File: src/rtl/arbitro_mux.sv
// arbitro_mux: registered N-way request arbiter and data mux.
// Fixed-priority or round-robin winner, valid/ack hold semantics.
//
// Ports:
//   clock   - rising-edge clock
//   reset   - asynchronous, active-high; clears all state
//   m       - mode: 0 fixed priority (ch 0 highest), 1 round-robin
//   req     - per-channel request, bit i = channel i
//   data_in - packed channel data, ch i at [i*W +: W]
//   ack     - consumer takes the current output while valid=1
//   y       - registered data of the granted channel
//   valid   - y/grant/gidx hold a live grant
//   grant   - one-hot grant, zero when idle
//   gidx    - index of the granted channel
module arbitro_mux #(
  parameter int N = 4,
  parameter int W = 1
) (
  input  logic                 clock,
  input  logic                 reset,
  input  logic                 m,
  input  logic [N-1:0]         req,
  input  logic [N*W-1:0]       data_in,
  input  logic                 ack,
  output logic [W-1:0]         y,
  output logic                 valid,
  output logic [N-1:0]         grant,
  output logic [$clog2(N)-1:0] gidx
);

  localparam int PW = $clog2(N);

  typedef enum logic {
    IDLE  = 1'b0,
    GRANT = 1'b1
  } state_t;

  state_t          state_q;
  state_t          state_d;
  logic [W-1:0]    y_q;
  logic [W-1:0]    y_d;
  logic [N-1:0]    grant_q;
  logic [N-1:0]    grant_d;
  logic [PW-1:0]   gidx_q;
  logic [PW-1:0]   gidx_d;
  logic [PW-1:0]   ptr_q;
  logic [PW-1:0]   ptr_d;

  logic            arb;
  logic            any_req;
  logic [PW-1:0]   fp_idx;
  logic [PW-1:0]   rr_idx;
  logic [PW-1:0]   win;

  // (a + k) mod N for k < N; keeps ptr below N
  // even when N is not a power of two.
  function automatic logic [PW-1:0] wrap_add(
    input logic [PW-1:0] a,
    input int            k
  );
    int s;
    s = int'(a) + k;
    if (s >= N) s = s - N;
    return PW'(s);
  endfunction

  assign any_req = |req;

  // Fixed priority: walk downward so the lowest
  // asserted index is the last one written.
  always_comb begin
    fp_idx = '0;
    for (int i = N - 1; i >= 0; i--) begin
      if (req[i]) fp_idx = PW'(i);
    end
  end

  // Round-robin: same trick over the rotated order
  // ptr, ptr+1, ... so the smallest offset wins.
  always_comb begin
    logic [PW-1:0] c;
    rr_idx = '0;
    c      = '0;
    for (int k = N - 1; k >= 0; k--) begin
      c = wrap_add(ptr_q, k);
      if (req[c]) rr_idx = c;
    end
  end

  assign win = m ? rr_idx : fp_idx;

  always_ff @(posedge clock or posedge reset) begin
    if (reset) begin
      state_q <= IDLE;
      y_q     <= '0;
      grant_q <= '0;
      gidx_q  <= '0;
      ptr_q   <= '0;
    end else begin
      state_q <= state_d;
      y_q     <= y_d;
      grant_q <= grant_d;
      gidx_q  <= gidx_d;
      ptr_q   <= ptr_d;
    end
  end

  always_comb begin
    state_d = state_q;
    y_d     = y_q;
    grant_d = grant_q;
    gidx_d  = gidx_q;
    ptr_d   = ptr_q;
    arb     = 1'b0;

    unique case (state_q)
      IDLE:    arb = 1'b1;
      GRANT:   arb = ack;
      default: arb = 1'b1;
    endcase

    if (arb) begin
      if (any_req) begin
        state_d      = GRANT;
        gidx_d       = win;
        grant_d      = '0;
        grant_d[win] = 1'b1;
        y_d          = data_in[int'(win)*W +: W];
        if (m) ptr_d = wrap_add(win, 1);
      end else begin
        state_d = IDLE;
        y_d     = '0;
        grant_d = '0;
        gidx_d  = '0;
      end
    end
  end

  assign y     = y_q;
  assign valid = (state_q == GRANT);
  assign grant = grant_q;
  assign gidx  = gidx_q;

endmodule

File: config.mk
export PLATFORM = sky130hd
export DESIGN_NAME = arbitro_mux
export DESIGN_NICKNAME = d
export VERILOG_FILES = /design/src/rtl/arbitro_mux.sv
export SDC_FILE = /design/constraint.sdc
export NUM_CORES = 1
export LEC_CHECK = 0
export ABC_AREA = 1
export CORE_MARGIN = 8
export CORE_UTILIZATION = 35
export DETAILED_ROUTE_END_ITERATION = 8
export SLEW_MARGIN = 30
export SYNTH_ARGS = -nofsm -noshare
export SYNTH_HDL_FRONTEND = slang
export SYNTH_SLANG_ARGS = --single-unit
File: constraint.sdc
create_clock -name clock -period 1.8 [get_ports clock]
set_input_delay 0.18 -clock clock [delete_from_list [all_inputs] [get_ports clock]]
set_output_delay 0.18 -clock clock [all_outputs]
set_load 0.02 [all_outputs]
### Word level (Yosys, flattened, before mapping)

Index checks and enable logic that the tools add are counted.

* register bits after elaboration: 10
* input port bits: 12

* add/sub/neg operators: 9
* shift-type cells: 1
* reductions and logical operators: 3
* $lt $le $gt $ge: 11
* bitwise operators: 1
* multiplexer cells: 29

Operator list (count)
* $mux W2: 15
* $lt A2 B3 Y1 const B: 5
* $ge A3 B3 Y1 const B: 4
* $sub A2 B1 Y2 const B: 5
* $bmux W1 S2: 4
* $mux W1: 7
* $add A2 B1 Y3 const B: 2
* $add A2 B2 Y3 const B: 2
* $mux W4: 1
* $reduce_or A4 Y1: 1
* $shiftx A4 B3 Y1: 1
* $ge A2 B3 Y1 const B: 1
* $reduce_and A3 Y1: 1
* $demux W1 S2: 1
* $ge A2 B1 Y1 const B: 1
* $pmux W1 S2: 1
* $logic_and A1 B1 Y1: 1
* $not A1 Y1: 1

### Depth between registers and ports, before layout

Gate-level depths: netlist of the first run.

* depth after elaboration: 15
* gate-level depth with buffers: 14

### Worst setup path before layout of the first run

OpenSTA, ideal clock, no wires.

* kind: flip-flop to flip-flop
* from: register ptr_q[0]
* to: register ptr_q[1]
* cell stages (with the launch flop): 13
* setup time: 0.128 ns
* path buffers: 1
* setup slack: 0.128 ns
* arrival: 1.544 ns
* period minus slack after synthesis: 1.672 ns
* cell sequence: dfrtp_1 > buf_6 > o21ai_2 > nand2_2 > nand3_2 > nand2_1 > nand2_2 > nand3_4 > nand2_4 > inv_1 > ha_1 > nand2_1 > o21ai_0

* cells in the longest elaborated chain, start to end: 13
* elaborated cells between the ends (all ways): 32

RTL lines
* start: declaration: RTL line 46 `logic [PW-1:0] ptr_q;`
* start signal: assignment: RTL line 104 `ptr_q <= ptr_d;`
* $add A2 B2 Y3: RTL line 62 `s = int'(a) + k;`
* $ge A3 B3 Y1 / $sub A2 B1 Y2 (equally long branches): RTL line 63 `if (s >= N) s = s - N;`
* $mux W2: RTL line 63
* $bmux W1 S2: RTL line 86 `if (req[c]) rr_idx = c;`
* $mux W1 (not written as such): RTL line 86
* $mux W2 (3 in series): RTL line 86
* $mux W2 *: RTL line 86
* $mux W2 *: RTL line 90 `assign win = m ? rr_idx : fp_idx;`
* $add A2 B1 Y3 *: RTL line 62
* $ge A3 B3 Y1 / $sub A2 B1 Y2 (equally long branches): RTL line 63
* $mux W2 *: RTL line 63

Every way passes the cells marked *; elsewhere a longest branch is shown, timed or not. The select of a mux whose other input is x is not followed.
A chain may end at the register's enable or synchronous reset.

### Worst setup path in the final report of the first run

* from: register ptr_q[0]
* to: register grant_q[0] (netlist: grant[0])

* cells in the longest elaborated chain, start to end: 15
* elaborated cells between the ends (all ways): 34

RTL lines
* $add A2 B2 Y3: RTL line 62
* $ge A3 B3 Y1 / $sub A2 B1 Y2 (equally long branches): RTL line 63
* $mux W2: RTL line 63
* $bmux W1 S2: RTL line 86
* $mux W1 (not written as such): RTL line 86
* $mux W2 (3 in series): RTL line 86
* $mux W2 *: RTL line 86
* $mux W2 *: RTL line 90
* $lt A2 B3 Y1 (not written as such) / $ge A2 B1 Y1 (equally long branches): RTL line 127 `grant_d[win] = 1'b1;`
* $logic_and A1 B1 Y1 (not written as such): RTL line 127
* $mux W1 (not written as such): RTL line 127
* $demux W1 S2 *: RTL line 127
* $mux W4 *: RTL line 123 `if (any_req) begin`
* end signal: assignment: RTL line 102 `grant_q <= grant_d;`
* end: declaration: RTL line 42 `logic [N-1:0] grant_q;`

Marked as above.

==> impl_results.md, run 1 <==
- Run status: complete, no violations
- # setup viols final: 0
- Clock Tree Buf Depth: 2
- Sequential power share: 0.239
- CTS tree: yes
- Family with the most delay on the worst path: flip-flops
- IR drop worst, VDD: 0.6262 mV
- Initial DRC count: 18
- Die area: 0.003854 mm^2
- TritonCTS buffer count: 3
- Worst hold slack: 0.2034 ns
- Worst path buffer plus inverter count: 2
- Final Skew: 0.001720 ns
- NetSw: 0.6776 mW
- Clock transition at path regs: 0.06 ns
- Hold Violations, Final: 0
- Synth warnings: 0
- Drt drc: 0
- CP Max Fanout: 4
- Syn Area/Cell: 7.992 um^2
- CP endpoint kind: flip-flop
- Final Cycle Share: 0.9668
- Yosys cell types: 21
- Largest net degree at the start of global routing: 11
- Post-route ant nets: 0
- Crit start category: flip-flop
- Core region area: 0.001982 mm^2
- Initial core utilization: 0.3750
- Mapped Cells: 93
- Layout cells sized above 1: 0.4318
- Aggregate global-route resource usage: 0.09424
- Final HPWL DP: 1488 um
- Crit path max-delay cell type: dfrtp_2
- Class of the most critical setup path: flip-flop to flip-flop
- Drt pass-1 iters: 4
- Final GP Congestion: 0.8110
- WL/cell: 12.11 um
- CP dominant cell by count: nand2_1
- Final min period: 1.740 ns
- GRT overflow: 0
- Int Pwr: 0.9266 mW
- Crit path cell chain: buf_4 > nand3_1 > and2_4 > nand2_1 > a21oi_1 > nand2_1 > nand2_2 > inv_2 > ha_1 > a22o_1
- Sw frac: 0.4224
- IO buf count: 19
- Slew Limit Headroom: 0.7589
- RSZ-0062 raised after global routing: yes
- Chip height: 62.08 um
- Site Rows: 16
- Vias in the first global route: 662
- Syn-to-layout area delta: 67.17%
- Max-slew violation count: 0
- Vias per cell: 4.629
- Clk network pwr share: 0.085
- Final Cell Area: 0.001242 mm^2
- First-pass GRT wire length: 2780 um
- PwrDens: 1291 mW/mm^2
- Post-synthesis sequential area ratio: 0.3367
- Post-Syn Area: 743.2 um^2
- CP peak stage delay: 0.46 ns
- # diodes: 0
- Clock latency on the worst-skew pair: 0.25 ns
- Data required, critical path: 1.94 ns
- Io pins: 20
- Clk sink count: 10
- Post-DP Area: 0.001066 mm^2
- Hold crit path type: input port to asynchronous set/reset pin
- Combinational Power Share: 0.676
- Post-synthesis register bit count: 10
- MaxCap Viol Count: 0
- Fmax: 574.6 MHz
- Routed wire length: 1925 um
- Root buffer cell: clkbuf_4
- Syn Nets: 109
- Slew at the pin closest to its max-slew limit: 0.3612 ns
- Initial antenna violation count: 0
- Leak: 0.5952 nW
- CP arrival: 1.88 ns
- Hold bufs inserted after CTS: 0
- Final #Nets: 150
- Vias: 736
- Die width: 62.08 um
- CTS H-tree depth: 1
-- power groups by stage --
stage	Sequential (mW)	Combinational, mW	Clock [mW]
final	0.383	1.09	0.136
after global routing	0.390	1.17	0.154
after CTS	0.367	0.881	0.144
after detailed placement	0.366	0.882	0
after global placement	0.368	0.869	0
after floorplan	0.429	0.467	0
-- synth_stat cells, drive strengths merged --
cell type | number | share of area
inv | 14 | 0.071
ha | 4 | 0.067
a21oi | 5 | 0.039
dfrtp | 10 | 0.34
nand4 | 2 | 0.017
nand2 | 26 | 0.17
nor2 | 5 | 0.025
a22o | 4 | 0.047
o21ai | 7 | 0.057
nand3 | 13 | 0.13
buf | 1 | 0.015
nand3b | 1 | 0.010
and2 | 1 | 0.012
-- placed cells by master (no fill, tap or decap), drive strengths merged --
| master | n |
|---|---|
| clkbuf | 4 |
| nand3 | 13 |
| inv | 14 |
| nor2 | 5 |
| nand2 | 26 |
| nand4 | 2 |
| and2 | 1 |
| a21oi | 5 |
| ha | 4 |
| o21ai | 7 |
| buf | 17 |
| a22o | 4 |
| nand3b | 1 |
| clkdlybuf4s50 | 19 |
| dfrtp | 10 |
-- cell type report --
type                            instances  area (um^2)
Fill cell                             162        739.5
Multi-Input combinational cell         68        520.5
Timing Repair Buffer                   37        359.1
Sequential cell                        10        251.5
Inverter                               14        55.05
Tap cell                               27        33.78
Clock buffer                            3        22.52
-- kinds of logic (layout without fill, tap and decap cells) --
logic type,Yosys count,in the layout,synth area share
DFF,10,10,0.3367
adders and majority gates,4,4,0.06734
buffers and inverters,15,54,0.08586
AOI/OAI and AO/OA,16,16,0.1431
and+or+nand+nor,48,48,0.3670
-- per-stage QoR --
stage               utilization  total power [mW]  instances  TNS, ns  setup WS, ns
floorplan                     -            0.8964         93        0        0.1283
global placement         0.5379             1.237        151  -0.7604       -0.1857
detailed placement       0.5379             1.248        151  -0.8028       -0.1979
CTS                      0.5492             1.392        154        0      0.002852
global route             0.6269             1.711        159  -0.1528      -0.03265
finish                   0.6269             1.604        159        0       0.05972
-- what timing repair did --
action,4_1_cts,5_1_grt
setup buffers,0,4
resized for setup,0,25
setup endpoints to repair,0,5
-- sequential cells by signal, indices dropped and copies added (netlist names) --
name / count
valid: 1
ptr_q: 2
y: 1
grant: 4
gidx: 2
-- final timing paths --
kind | from | endpoint | slack [ns] | cells after the start
setup reg to reg | ptr_q[0]$_DFFE_PP0P_ | grant[0]$_DFFE_PP0N_ | 0.06 | 10
setup / recovery | ptr_q[0]$_DFFE_PP0P_ | grant[0]$_DFFE_PP0N_ | 0.06 | 10
hold / removal | reset | grant[0]$_DFFE_PP0N_ | 0.20 | 2
max in group asynchronous | reset | ptr_q[0]$_DFFE_PP0P_ | 1.31 | 2
hold reg to reg | gidx[0]$_DFFE_PP0N_ | gidx[0]$_DFFE_PP0N_ | 0.49 | 2
min in group clock | gidx[0]$_DFFE_PP0N_ | gidx[0]$_DFFE_PP0N_ | 0.49 | 2
-- layer usage --
layer  wire length [um]  vias to the layer above  share of wire  GRT usage
met5                  0                        -              0          0
met3                 72                        2          0.037    0.01235
met1                890                      334           0.46     0.1260
met4                 14                        0         0.0073    0.04870
met2                949                       14           0.49     0.1431
li1                   -                      386              -          -
Note: power is estimated with default switching activity, not from simulation.
==> run 2: changes to the inputs <==
--- a/config.mk
+++ b/config.mk
@@ -7,8 +7,9 @@
 export LEC_CHECK = 0
 export ABC_AREA = 1
 export CORE_MARGIN = 8
-export CORE_UTILIZATION = 35
+export CORE_UTILIZATION = 46
 export DETAILED_ROUTE_END_ITERATION = 8
+export PLACE_DENSITY = 0.77
 export SLEW_MARGIN = 30
 export SYNTH_ARGS = -nofsm -noshare
 export SYNTH_HDL_FRONTEND = slang
==> run 2 against run 1 <==
Compared with the run above:
- the run now ends with setup timing left
- sequential share of layout area grew 0.25 points
- sequential cell count is the same
- combinational power grew 5%
- hold slack lost 0.010 ns
- design area shrank 0.71%
- fmax shrank 8.5%
- core utilization grew 19 points
- wire length grew 23%
==> impl_results.md, run 2 (synthesis results as in run 1) <==
- Run status: complete, but fails checks
- Failing checks: setup timing
- R2r worst-path depth: 10 (unchanged)
- Crit path max-delay cell type: dfrtp_2
- Class of the most critical setup path: flip-flop to flip-flop
- Initial DRC count: 19 (+1)
- Vias: 779 (+5.8%)
- IO buf count: 19 (unchanged)
- PwrDens: 1353 mW/mm^2 (+4.8%)
- Most frequent cells in the layout: clkdlybuf4s50_1, nand2_2, buf_4
- Combinational Power Share: 0.686 (+0.010)
- Routed wire length: 2363 um (+23%)
- Clock transition at path regs: 0.06 ns (about the same)
- Clock Tree Buf Depth: 2 (unchanged)
- Final Cycle Share: 1.057 (+0.08995)
- Syn-to-layout area delta: 65.99%
- Initial core utilization: 0.4934 (+0.1184)
- Site Rows: 14 (-2)
- Vias in the first global route: 766 (+16%)
- Die area: 0.003158 mm^2 (-18%)
- Final HPWL DP: 1496 um (+0.58%)
- Fmax: 525.7 MHz (-8.5%)
- Chip height: 56.20 um (-9.5%)
- Max-slew violation count: 0 (unchanged)
- Hold crit path type: input port to asynchronous set/reset pin
- Root buffer cell: clkbuf_4
- Data required, critical path: 1.94 ns (about the same)
- Crit path cell chain: buf_6 > nand3_1 > and2_4 > nand2_1 > a21oi_2 > nand2_1 > nand2_2 > inv_2 > ha_1 > a22o_1
- Commonest non-fill, non-tap cell in the layout: clkdlybuf4s50_1
- Sw frac: 0.4344 (+0.01204)
- Slew Limit Headroom: 0.7541 (-0.004806)
- Busiest grt layer: met2
- Drt drc: 0 (unchanged)
- Largest net degree at the start of global routing: 11 (unchanged)
- Aggregate global-route resource usage: 0.1158 (+0.02155)
- Met2 Use GR: 0.2044 (+0.06137)
- CTS tree: yes
- Post-DP Area: 0.001037 mm^2 (-2.7%)
- Sequential power share: 0.228 (-0.011)
- Int Pwr: 0.9440 mW (+1.9%)
- Hold Violations, Final: 0 (unchanged)
- Die width: 56.20 um (-9.5%)
- Final WS setup: -0.1022 ns (-0.1619 ns)
- # setup viols final: 4 (+4)
- # fillers: 88 (-46%)
- R2R Setup Slk: -0.10 ns (-0.16 ns)
- Final GP Congestion: 0.8019 (-1.1%)
- Routing usage on met1: 0.1183 (-0.007705)
- Max FFs per register: 4 (unchanged)
- CP dominant cell by count: nand2_1
- Initial antenna violation count: 0 (unchanged)
- Family with the most delay on the worst path: simple AND/OR/NAND/NOR gates
- Reg2reg start: ptr_q[0]$_DFFE_PP0P_
- CP arrival: 2.04 ns (+0.16 ns)
- Final #Nets: 150 (unchanged)
- Vias per cell: 5.264 (+14%)
- Critical path depth: 10 (unchanged)
- # diodes: 0 (unchanged)
- Layout cells sized above 1: 0.4621 (+0.03030)
- Crit start category: flip-flop
- Multi-input gate area: 510.5 um^2 (-1.9%)
- Io pins: 20 (unchanged)
- Final Cell Area: 0.001234 mm^2 (-0.71%)
- WL/cell: 15.97 um (+32%)
- Slew at the pin closest to its max-slew limit: 0.3684 ns (+0.007201 ns)
- IR drop worst, VDD: 0.7717 mV (+23%)
- First-pass GRT wire length: 3084 um (+11%)
- Clk network pwr share: 0.086 (about the same)
- CP Max Fanout: 4 (unchanged)
- Drt pass-1 iters: 4 (unchanged)
- Post-route ant nets: 0 (unchanged)
- Worst path buffer plus inverter count: 2 (unchanged)
- CTS H-tree depth: 1 (unchanged)
- Clk sink count: 10 (unchanged)
- Core region area: 0.001506 mm^2 (-24%)
- RSZ-0062 raised after global routing: yes
- CP peak stage delay: 0.47 ns (about the same)
- Met3 usage: 0.02740 (+0.01505)
- CP endpoint kind: flip-flop
- Total chip power: 1.669 mW (+4.0%)
- Reg2reg end: grant[0]$_DFFE_PP0N_
- TritonCTS buffer count: 3 (unchanged)
- MaxCap Viol Count: 0 (unchanged)
- Final Skew: 0.007352 ns (+0.005631 ns)
- NetSw: 0.7251 mW (+7.0%)
- Clock latency on the worst-skew pair: 0.26 ns (about the same)
- Final min period: 1.902 ns (+0.1619 ns)
- GRT overflow: 0 (unchanged)
- Register area: 252.7 um^2 (+0.50%)
- Leak: 0.6059 nW (+1.8%)
-- run 2: cell count changes in the layout (fill, tap and decap cells not counted), sizes merged --
| cell | change |
|---|---|
| clkdlybuf4s50 | -1 |
| dlymetal6s2s | +1 |
-- run 2: area by class of cell --
| class | instances | area share |
|---|---|---|
| Timing Repair Buffer | 37 | 0.3022 |
| Inverter | 14 | 0.04462 |
| Multi-Input combinational cell | 68 | 0.4138 |
| Sequential cell | 10 | 0.2049 |
| Clock buffer | 3 | 0.01826 |
| Tap cell | 16 | 0.01623 |
-- run 2: power by group through the flow --
stage / Clock [mW] / Sequential (mW) / Combinational (mW)
3_3_place_gp: 0 / 0.366 / 0.827
5_1_grt: 0.158 / 0.388 / 1.23
6_report: 0.144 / 0.380 / 1.14
3_5_place_dp: 0 / 0.368 / 0.849
2_1_floorplan: 0 / 0.429 / 0.467
4_1_cts: 0.147 / 0.365 / 0.850
-- run 2: metrics by stage --
stage | setup WS [ns] | utilization | setup TNS (ns) | hold slack, ns | cells
finish | -0.1022 | 0.8189 | -0.2200 | 0.1931 | 148
global placement | -0.1657 | 0.6885 | -0.6235 | 0.4638 | 138
detailed placement | -0.2197 | 0.6885 | -0.8761 | 0.4720 | 138
global route | -0.1602 | 0.8189 | -0.6304 | 0.2385 | 148
CTS | 0.001581 | 0.7035 | 0 | 0.2028 | 141
floorplan | 0.1283 | - | 0 | 0.02018 | 93
-- run 2: per-layer routing --
layer	routed length, um	vias up
met5	0	-
met2	1306	22
met3	95	6
met1	891	368
li1	-	383
met4	69	0
-- run 2: what timing repair did --
item                                    CTS  global route
gates resized for setup                   0            30
hold buffers                              0             0
endpoints found under the setup margin    0             6
buffers inserted                          0             6
-- run 2: worst max-delay path by stage --
stage | from | to
2_1_floorplan | ptr_q[0]$_DFFE_PP0P_ | ptr_q[1]$_DFFE_PP0P_
3_3_place_gp | req[3] | ptr_q[1]$_DFFE_PP0P_
3_5_place_dp | req[3] | ptr_q[1]$_DFFE_PP0P_
4_1_cts | ptr_q[0]$_DFFE_PP0P_ | ptr_q[1]$_DFFE_PP0P_
5_1_grt | ptr_q[0]$_DFFE_PP0P_ | grant[0]$_DFFE_PP0N_
6_report | ptr_q[0]$_DFFE_PP0P_ | grant[0]$_DFFE_PP0N_
==> run 3: changes to the inputs <==
--- a/config.mk
+++ b/config.mk
@@ -5,9 +5,9 @@
 export SDC_FILE = /design/constraint.sdc
 export NUM_CORES = 1
 export LEC_CHECK = 0
-export ABC_AREA = 1
+export CAP_MARGIN = 15
 export CORE_MARGIN = 8
-export CORE_UTILIZATION = 46
+export CORE_UTILIZATION = 45
 export DETAILED_ROUTE_END_ITERATION = 8
 export PLACE_DENSITY = 0.77
 export SLEW_MARGIN = 30
==> run 3 against run 2 <==
Compared with the run above:
- critical path type is now input port to flip-flop
- synthesized cell count fell by 23%
- the run still ends with setup timing left
- sequential power rose by 2%
- wire length up 0.63%
- setup slack lost 0.17 ns
- critical endpoint is now ptr_q[1]$_DFFE_PP0P_
==> impl_results.md, run 3 <==
- Final #Nets: 131 (-13%)
- Layout Cells excl Fill: 129 (-13%)
- Chip height: 54.39 um (-3.2%)
- # diodes: 0 (unchanged)
- Data required, critical path: 1.95 ns (about the same)
- Final Cycle Share: 1.150 (+0.09297)
- Vias per cell: 5.884 (+12%)
- Top cells by area, synth: dfrtp_1, ha_1, a22o_1
- Metal1 wirelength: 947 um (+6.3%)
- Metal2 WL: 1249 um (-4.4%)
- Final HPWL DP: 1552 um (+3.7%)
- Sequential power share: 0.288 (+0.060)
- Slew at the pin closest to its max-slew limit: 0.4521 ns (+0.08369 ns)
- Mapped Cells: 72 (-23%)
- PwrDens: 1206 mW/mm^2 (-11%)
- CP endpoint kind: flip-flop
- Setup TNS: -1.260 ns (-1.040 ns)
- Final WS setup: -0.2695 ns (-0.1674 ns)
- FFs w/ async S/R, synth: 1.000 (unchanged)
- Clk sink count: 10 (unchanged)
- Clock latency on the worst-skew pair: 0.26 ns (about the same)
- Slew Limit Headroom: 0.6980 (-0.05617)
- Drt drc: 0 (unchanged)
- Leak: 0.5172 nW (-15%)
- Max-slew violation count: 0 (unchanged)
- Synth cell count leaders: dfrtp_1, o21ai_0, nand2_1, nand3_1, nor2_1
- Clock transition at path regs: 0.06 ns (about the same)
- Syn-to-layout area delta: 68.49%
- CTS H-tree depth: 1 (unchanged)
- Clk network pwr share: 0.115 (+0.029)
- Fmax: 483.2 MHz (-8.1%)
- Post-synthesis sequential area ratio: 0.3774 (+0.04066)
- Failing checks: setup timing
- Die area: 0.002958 mm^2 (-6.3%)
- Primary FF master, synth: dfrtp_1
- NetSw: 0.5385 mW (-26%)
- Initial antenna violation count: 0 (unchanged)
- DR top layer: met4
- CTS tree: yes
- Count leader, synth: dfrtp_1
- EDFF count, synth: 0 (unchanged)
- Post-synthesis register bit count: 10 (unchanged)
- TritonCTS buffer count: 3 (unchanged)
- Aggregate global-route resource usage: 0.1585 (+0.04274)
- CP Max Fanout: 3 (-1)
- Commonest non-fill, non-tap cell in the layout: buf_4
- Die width: 54.39 um (-3.2%)
- Int Pwr: 0.8089 mW (-14%)
- Post-synth top area share: 0.3774 (+0.04066)
- Syn Area/Cell: 9.210 um^2 (+15%)
- Largest net degree at the start of global routing: 11 (unchanged)
- Most frequent cells in the layout: buf_4, clkdlybuf4s50_1, dfrtp_1
- Sw frac: 0.3997 (-0.03476)
- Syn Nets: 88 (-19%)
- Post-DP Area: 992.2 um^2 (-4.3%)
- Dpl cells: 122 (-12%)
- Hold crit path type: input port to asynchronous set/reset pin
- Final GP Congestion: 0.8062 (+0.54%)
- Max FFs per register: 4 (unchanged)
- First-pass GRT wire length: 3525 um (+14%)
- Final min period: 2.070 ns (+0.1674 ns)
- Routed wire length: 2378 um (+0.63%)
- Initial DRC count: 19 (unchanged)
- Core region area: 0.001436 mm^2 (-4.7%)
- Layout cells sized above 1: 0.3628 (-0.09929)
- Class of the most critical setup path: input port to flip-flop
- Synth warnings: 0 (unchanged)
- Io pins: 20 (unchanged)
- Yosys cell types: 30 (+43%)
- Total chip power: 1.347 mW (-19%)
- Combinational Power Share: 0.598 (-0.088)
- Vias in the first global route: 783 (+2.2%)
- Initial core utilization: 0.4617 (-0.03168)
- IO buf count: 19 (unchanged)
- Final Skew: 0.0004546 ns (-0.006897 ns)
- # fillers: 103 (+17%)
- CP arrival: 2.22 ns (+0.18 ns)
- # setup viols final: 6 (+2)
- Vias: 759 (-2.6%)
- Run status: complete, but fails checks
- Area leader, netlist: dfrtp_1
- Clock Tree Buf Depth: 2 (unchanged)
- Crit start category: input port
- Root buffer cell: clkbuf_4
- GRT overflow: 0 (unchanged)
- DR WL met3: 123 um (+29%)
- WL/cell: 18.43 um (+15%)
- IR drop worst, VDD: 0.7431 mV (-3.7%)
- Post-route ant nets: 0 (unchanged)
- Post-Syn Area: 663.1 um^2 (-11%)
- RSZ-0062 raised after global routing: yes
- Drt pass-1 iters: 4 (unchanged)
- Site Rows: 14 (unchanged)
- Final Cell Area: 0.001117 mm^2 (-9.4%)
- MaxCap Viol Count: 0 (unchanged)
- Worst hold slack: 0.1926 ns (-0.0004230 ns)
- Hold bufs inserted after CTS: 0 (unchanged)
- Hold Violations, Final: 0 (unchanged)
run 3: changes by cell type in the layout (fill, tap and decap cells not counted), moves of 4 or more:
cell,previous run,this run
buf_4,12,21
nand2_1,9,5
nand2_2,14,0
inv_1,9,2
nand3_2,8,2
o21ai_0,1,6
buf_6,4,0
run 3: final timing paths:
| kind | cells past startpoint | end | start | slack (ns) |
|---|---|---|---|---|
| max | 8 | ptr_q[1]$_DFFE_PP0P_ | req[0] | -0.27 |
| max reg2reg | 7 | ptr_q[1]$_DFFE_PP0P_ | ptr_q[0]$_DFFE_PP0P_ | -0.26 |
| min reg2reg | 2 | gidx[0]$_DFFE_PP0N_ | gidx[0]$_DFFE_PP0N_ | 0.48 |
| min in group clock | 2 | gidx[0]$_DFFE_PP0N_ | gidx[0]$_DFFE_PP0N_ | 0.48 |
| min | 2 | gidx[1]$_DFFE_PP0N_ | reset | 0.19 |
| max in group asynchronous | 2 | ptr_q[1]$_DFFE_PP0P_ | reset | 1.30 |
run 3: power by group through the flow:
stage | combinational (mW) | clock [mW] | sequential (mW)
floorplan | 0.288 | 0 | 0.401
global placement | 0.577 | 0 | 0.369
detailed placement | 0.607 | 0 | 0.373
CTS | 0.631 | 0.151 | 0.371
global route | 0.854 | 0.170 | 0.392
finish | 0.805 | 0.154 | 0.388
run 3: through the flow:
stage / utilization / setup WS, ns
after CTS: 0.7125 / -0.2160
after floorplan: - / -0.1260
after global placement: 0.6908 / -0.4020
after detailed placement: 0.6908 / -0.5173
after global routing: 0.7779 / -0.3350
final: 0.7779 / -0.2695
run 3: layout make-up:
cell class | count | area (um^2) | share of cell area
well taps | 16 | 20.02 | 0.01792
flip-flops and latches | 10 | 252.7 | 0.2262
multi-input cells | 57 | 461.7 | 0.4132
repair buffers | 40 | 349.1 | 0.3124
inverters | 3 | 11.26 | 0.01008
clock buffers | 3 | 22.52 | 0.02016
run 3: timing repair:
item,4_1_cts,5_1_grt
pin swaps,1,6
setup buffers,1,4
gates resized for setup,3,14
setup endpoints to repair,6,7
run 3: critical path, stage by stage:
cell	delay, ns
clkdlybuf4s50_1	0.57
nor3_1	0.12
nor4_4	0.37
mux2i_2	0.32
nor2_2	0.09
inv_2	0.10
ha_4	0.21
mux2_2	0.26
run 3: metal layers:
layer,global-route usage,vias up
met2,0.2691,29
li1,-,344
met5,0,-
met3,0.02717,6
met1,0.1896,380
met4,0.07377,0
run 3: cells by family after synthesis:
kind of cell | synth area share
AO/OA/AOI/OAI | 0.1849
adder cells (fa/ha/maj) | 0.07547
buffers and inverters | 0.03961
flip-flops | 0.3774
multiplexers | 0.04905
AND/OR/NAND/NOR | 0.2736
